==> src/rtl/fft_frame_rx_if.sv <==
// Sample-stream bundle for fft_frame_rx: the upstream push/stall input side, the
// downstream push/stall output side, and the frame status flags.
interface fft_frame_rx_if #(
    parameter int DW = 16
);
    logic                 in_push;
    logic signed [DW-1:0] in_real;
    logic signed [DW-1:0] in_imag;
    logic                 in_stall_F;

    logic                 out_push_F;
    logic signed [DW-1:0] out_real_F;
    logic signed [DW-1:0] out_imag_F;
    logic                 out_stall;

    logic                 frame_done_F;
    logic                 ovf_F;
    logic [7:0]           frame_cnt_F;

    modport slave (
        input  in_push, in_real, in_imag, out_stall,
        output in_stall_F, out_push_F, out_real_F, out_imag_F,
               frame_done_F, ovf_F, frame_cnt_F
    );

    modport master (
        output in_push, in_real, in_imag, out_stall,
        input  in_stall_F, out_push_F, out_real_F, out_imag_F,
               frame_done_F, ovf_F, frame_cnt_F
    );
endinterface

==> src/rtl/fft_frame_rx.sv <==
// Single-buffer frame collector: fills one N-point complex frame, then replays it downstream.
// Define BIT_REVERSE_EN to store bit-reversed input so the frame drains in natural order.
module fft_frame_rx #(
    parameter int N_POINTS = 16,
    parameter int LOG2N    = 4,
    parameter int DW       = 16
) (
    input  logic          clk,
    input  logic          reset,
    fft_frame_rx_if.slave bus
);

    typedef enum logic {FILL, DRAIN} state_t;

    localparam logic [LOG2N-1:0] LAST_IDX = LOG2N'(N_POINTS - 1);

    state_t               state, state_d;
    logic [LOG2N-1:0]     wr_idx, rd_idx;
    logic [2*DW-1:0]      mem [N_POINTS];
    logic                 accept, emit, last_wr, last_rd;

    function automatic logic [LOG2N-1:0] waddr(input logic [LOG2N-1:0] i);
        logic [LOG2N-1:0] r;
`ifdef BIT_REVERSE_EN
        for (int b = 0; b < LOG2N; b++) r[b] = i[LOG2N-1-b];
`else
        r = i;
`endif
        return r;
    endfunction

    always_comb begin
        state_d = state;
        accept  = 1'b0;
        emit    = 1'b0;
        last_wr = 1'b0;
        last_rd = 1'b0;
        case (state)
            FILL: begin
                accept  = bus.in_push && !bus.in_stall_F;
                last_wr = accept && (wr_idx == LAST_IDX);
                if (last_wr) state_d = DRAIN;
            end
            DRAIN: begin
                emit    = !bus.out_stall;
                last_rd = emit && (rd_idx == LAST_IDX);
                if (last_rd) state_d = FILL;
            end
            default: state_d = FILL;
        endcase
    end

    // Stage p0: capture accepted samples; buffer contents need no reset.
    always_ff @(posedge clk) begin
        if (accept) mem[waddr(wr_idx)] <= {bus.in_real, bus.in_imag};
    end

    // Stage p1: control, indices and registered outputs.
    always_ff @(posedge clk or negedge reset) begin
        if (!reset) begin
            state            <= FILL;
            wr_idx           <= '0;
            rd_idx           <= '0;
            bus.in_stall_F   <= 1'b0;
            bus.out_push_F   <= 1'b0;
            bus.out_real_F   <= '0;
            bus.out_imag_F   <= '0;
            bus.frame_done_F <= 1'b0;
            bus.ovf_F        <= 1'b0;
            bus.frame_cnt_F  <= '0;
        end else begin
            state            <= state_d;
            bus.out_push_F   <= emit;
            bus.frame_done_F <= last_rd;

            // A push against a raised stall is dropped and remembered until reset.
            if (bus.in_push && bus.in_stall_F) bus.ovf_F <= 1'b1;

            if (accept) wr_idx <= last_wr ? '0 : wr_idx + 1'b1;

            if (last_wr)      bus.in_stall_F <= 1'b1;
            else if (last_rd) bus.in_stall_F <= 1'b0;

            if (emit) begin
                {bus.out_real_F, bus.out_imag_F} <= mem[rd_idx];
                rd_idx <= last_rd ? '0 : rd_idx + 1'b1;
            end

            if (last_rd) bus.frame_cnt_F <= bus.frame_cnt_F + 8'd1;
        end
    end

endmodule

==> src/flat_wrapper.sv <==
// flat-port wrapper written by rule: the top's interface ports become plain ports
module fft_frame_rx_flat 
#(
    parameter int N_POINTS = 16,
    parameter int LOG2N    = 4,
    parameter int DW       = 16
)
  (clk, reset, bus_in_push, bus_in_real, bus_in_imag, bus_out_stall, bus_in_stall_F, bus_out_push_F, bus_out_real_F, bus_out_imag_F, bus_frame_done_F, bus_ovf_F, bus_frame_cnt_F);
  fft_frame_rx_if #(.DW(DW)) bus_i ();
  input  logic clk;
  input  logic reset;
  input wire logic [$bits(bus_i.in_push)-1:0] bus_in_push;
  input wire logic [$bits(bus_i.in_real)-1:0] bus_in_real;
  input wire logic [$bits(bus_i.in_imag)-1:0] bus_in_imag;
  input wire logic [$bits(bus_i.out_stall)-1:0] bus_out_stall;
  output wire logic [$bits(bus_i.in_stall_F)-1:0] bus_in_stall_F;
  output wire logic [$bits(bus_i.out_push_F)-1:0] bus_out_push_F;
  output wire logic [$bits(bus_i.out_real_F)-1:0] bus_out_real_F;
  output wire logic [$bits(bus_i.out_imag_F)-1:0] bus_out_imag_F;
  output wire logic [$bits(bus_i.frame_done_F)-1:0] bus_frame_done_F;
  output wire logic [$bits(bus_i.ovf_F)-1:0] bus_ovf_F;
  output wire logic [$bits(bus_i.frame_cnt_F)-1:0] bus_frame_cnt_F;
  assign bus_i.in_push = bus_in_push;
  assign bus_i.in_real = bus_in_real;
  assign bus_i.in_imag = bus_in_imag;
  assign bus_i.out_stall = bus_out_stall;
  assign bus_in_stall_F = bus_i.in_stall_F;
  assign bus_out_push_F = bus_i.out_push_F;
  assign bus_out_real_F = bus_i.out_real_F;
  assign bus_out_imag_F = bus_i.out_imag_F;
  assign bus_frame_done_F = bus_i.frame_done_F;
  assign bus_ovf_F = bus_i.ovf_F;
  assign bus_frame_cnt_F = bus_i.frame_cnt_F;
  fft_frame_rx #(.N_POINTS(N_POINTS), .LOG2N(LOG2N), .DW(DW)) u_core (.clk(clk), .reset(reset), .bus(bus_i));
endmodule
==> config.mk <==
export PLATFORM = sky130hd
export DESIGN_NAME = fft_frame_rx_flat
export DESIGN_NICKNAME = d
export VERILOG_FILES = /design/src/rtl/fft_frame_rx_if.sv /design/src/rtl/fft_frame_rx.sv /design/src/flat_wrapper.sv
export SDC_FILE = /design/constraint.sdc
export NUM_CORES = 1
export LEC_CHECK = 0
export ABC_AREA = 1
export BUFFER_PORTS_ARGS = -buffer_cell sky130_fd_sc_hd__buf_4
export CAP_MARGIN = 20
export CORE_MARGIN = 3
export CORE_UTILIZATION = 50
export CTS_CLUSTER_SIZE = 28
export DETAILED_ROUTE_END_ITERATION = 10
export PLACE_DENSITY_LB_ADDON = 0.12
export SLEW_MARGIN = 40
export SYNTH_ARGS = -nofsm -noshare
export SYNTH_HDL_FRONTEND = slang
export SYNTH_SLANG_ARGS = --single-unit
==> constraint.sdc <==
create_clock -name clk -period 2.85 [get_ports clk]
set_clock_uncertainty 0.15 [all_clocks]
set_input_delay 0 -clock clk [delete_from_list [all_inputs] [get_ports clk]]
set_output_delay 0 -clock clk [all_outputs]
set_load 0.005 [all_outputs]
==> reports/qor.csv <==
stage,metric,value,unit
die,effective utilization at floorplan,50.8,%
final_layout,net total in the final layout,2092,
timing,Achievable Freq,438,MHz
pwr,Net Sw Frac,34.1,%
final_layout,area of the multi-input gates,5300,um2
global_routing,global route total overflow,0,
drt,1st-pass router iterations,6,
pwr,Clk pwr share,30.5,%
timing,final number of hold-violating endpoints,0,
synthesis,"area leader, netlist",edfxtp_1,
global_routing,pin count of the biggest net entering global routing,136,
global_routing,global-route wire length before repair,85600,um
clocking,"Reg clk slew, reported paths",0.06,ns
pwr,Combinational Power Share,29.8,%
final_layout,"most common cell after layout, fill and taps aside",nand2_1,
timing,Setup-failing EPs final,0,
final_layout,count of filler cells inserted in the layout,3648,
global_routing,number of antenna violations at the first check in global routing,0,
final_layout,layout cell share with drive strength beyond 1,11.7,%
worst_setup_path,Reg2Reg Capture Point,u_core.mem[13][12]$_DFFE_PP_,
worst_setup_path,CP startpoint,u_core.state$_DFF_PN0_,
die,Vert. Die Dim,218,um
worst_setup_path,Worst Path Max Fanout,32,
place,Routability Congestion,0.773,
synthesis,share of Yosys cell area claimed by the top area cell type,68.3,%
synthesis,syn_area_per_cell,11.7,um2
timing,final max-slew violation count,0,
timing,Period minus WS final,2.28,ns
timing,worst-case headroom to the max-slew limit,50.1,%
timing,pin slew with the least headroom to its limit,0.748,ns
synthesis,synthesized netlist cell count,1926,
final_layout,synthesis-to-layout area growth,17.0,%
drt,ratio of routed vias to standard cells,5.42,
worst_setup_path,category of the worst setup path capture point,flop,
pwr,maximum resistive drop on vdd,0.687,mV
drt,"antenna viol nets, final",0,
pwr,NetSw,0.00866,W
clocking,number of sinks driven by the clock tree,565,
clocking,buffer cell driving the clock tree root,clkbuf_16,
pwr,LEAKAGE,10.1,nW
hold_path,worst min-delay path category,in -> reg,
synthesis,Synth cell types,25,
final_layout,Inserted Diodes,0,
timing,Total Neg Setup Slack,0,ns
worst_setup_path,Reg2Reg Launch Point,u_core.state$_DFF_PN0_,
worst_setup_path,"setup slack, reg-to-reg",0.57,ns
synthesis,yosys synthesis warning count,0,
synthesis,total nets after synthesis,1968,
worst_setup_path,Register-to-Register Path Depth,6,
final_layout,area of all sequential standard cells,16700,um2
drt,Post-Route WL,55700,um
clocking,number of hold buffers added after cts,37,
die,Die Area,47600,um2
job,max-capacitance violation count,0,
die,number of rows in the core area,77,
pwr,sequential share of power,39.6,%
global_routing,via count of the first global-routing pass,14100,
final_layout,"commonest cells after routing, fill and taps aside","821 x nand2_1, 512 x edfxtp_1, 263 x nand3_1",
worst_setup_path,worst path arrival time,2.36,ns
clocking,count of instances resized after the clock tree is built,0,
worst_setup_path,critical path's most frequent cell,inv_1,
drt,WL per Instance,20.7,um
worst_setup_path,highest-delay cell along the critical path,buf_4,
worst_setup_path,timing endpoint of the critical path,u_core.mem[13][12]$_DFFE_PP_,
drt,routed via count,14600,
place,Detailed Place HPWL,30500,um
run_status,result of the run,finished clean,
pwr,internal power contribution,0.0168,W
pwr,power density relative to cell area,965,nW/um2
place,input/output buffers,79,
worst_setup_path,"Cell Chain, Critical Path",inv_1 > nand3_1 > inv_1 > nand2_1 > nor2_4 > buf_4,
worst_setup_path,"Req. time, crit path",2.93,ns
worst_setup_path,kind of critical path,reg -> reg,
worst_setup_path,startpoint class of the critical path,flop,
clocking,clock buffer count from CTS,57,
synthesis,proportion of synthesized chip area in sequential cells,74.2,%
timing,setup repair after global routing missed its margin,no,
worst_setup_path,maximum single-stage delay on the critical path,0.47,ns
synthesis,Syn Std Cell Area,22500,um2
clocking,clk_lat worst skew,0.61,ns
clocking,TritonCTS clock tree,yes,
drt,First DRT Iteration DRCs,1361,
drt,DRC violation count after routing,0,
synthesis,"FF+latch count, synth",565,
clocking,post-CTS repair timing setup buffer count,0,
die,chip width,218,um
die,Core ar.,44300,um2
global_routing,overall track demand over capacity in global routing,23.8,%
synthesis,leading cell types by total area after synthesis,"edfxtp_1 68%, nand2_1 14%, dfrtp_1 5.9%",
die,count of boundary I/O pins,80,
timing,worst hold-check slack,0.0697,ns
clocking,"buffers from clock root to sink, at most",3,
clocking,level count of the clock H-tree,2,
timing,ratio of final minimum period to clock period,80.1,%
## power groups by stage
| stage | logic (W) | registers (W) | clock network [W] |
|---|---|---|---|
| after floorplan | 0.00488 | 0.0102 | 0 |
| after global placement | 0.00748 | 0.0102 | 0 |
| after detailed placement | 0.00757 | 0.0102 | 0 |
| after CTS | 0.00764 | 0.0101 | 0.00790 |
| after global routing | 0.00849 | 0.0101 | 0.00826 |
| final | 0.00758 | 0.0101 | 0.00775 |
## logic make-up after synthesis
kind of cell	count (synthesis)	synth area share (%)
fa+ha+maj	6	0.334
flops	565	74.2
buf+inv	126	2.74
compound gates	76	1.71
simple gates	1144	20.7
xor+xnor	9	0.350
## synthesized netlist by cell type (all sizes together)
cell type,number
nor2,54
nor4,1
nand2,822
edfxtp,512
nor3,1
xnor2,3
inv,20
clkbuf,15
nand4,3
buf,91
a21oi,64
a31oi,1
nand3,263
o21ai,10
a21o,1
dfrtp,53
ha,6
xor2,6
## critical path, delay by kind of cell (launching register included)
kind	cells	cell delay (ns)
buffers and inverters	3	0.79
DFF	1	0.38
and+or+nand+nor	3	0.57
## layout make-up
class | instances | share of cell area, %
inverters | 20 | 0.304
multi-input cells | 1235 | 20.1
clock inverters | 23 | 1.24
clock buffers | 85 | 6.20
flip-flops and latches | 565 | 63.4
well taps | 592 | 2.81
repair buffers | 171 | 5.88
## per-stage QoR
step / utilization, % / instance area, um2 / std cells / total power, W / setup WS, ns
floorplan: - / 22500 / 1926 / 0.0150 / 0.0733
global placement: 54.1 / 24000 / 2546 / 0.0177 / 0.589
detailed placement: 54.1 / 24000 / 2546 / 0.0178 / 0.574
CTS: 59.4 / 26300 / 2691 / 0.0256 / 0.566
global route: 59.4 / 26300 / 2691 / 0.0269 / 0.426
finish: 59.4 / 26300 / 2691 / 0.0254 / 0.567
## state kept, by name (all words and copies together) (netlist names)
name,flops
u_core.bus.frame_cnt_F,8
u_core.bus.frame_done_F,1
u_core.bus.in_stall_F,1
u_core.bus.out_imag_F,16
u_core.bus.out_push_F,1
u_core.bus.out_real_F,16
u_core.bus.ovf_F,1
u_core.mem,512
u_core.rd_idx,4
u_core.state,1
u_core.wr_idx,4
## worst min-delay path by stage
stage                 from                                    end  slack [ns]  depth (start not counted)
2_1_floorplan        reset  u_core.bus.frame_cnt_F[0]$_DFFE_PN0P_       -0.45                          0
3_3_place_gp         reset  u_core.bus.frame_cnt_F[7]$_DFFE_PN0P_        0.01                          1
3_5_place_dp         reset  u_core.bus.frame_cnt_F[4]$_DFFE_PN0P_       -0.11                          1
4_1_cts        bus_in_push           u_core.bus.ovf_F$_DFFE_PN0P_        0.02                          3
5_1_grt        bus_in_push           u_core.bus.ovf_F$_DFFE_PN0P_        0.06                          3
6_report       bus_in_push           u_core.bus.ovf_F$_DFFE_PN0P_        0.07                          3
## per-layer routing
metal	track usage, %	up-vias	part of all wire [%]
li1	-	6853	-
met2	38.1	493	47
met5	0	-	0
met3	3.59	107	6.2
met1	33.5	7127	43
met4	8.68	0	3.1
(Power assumes the default switching activity.)
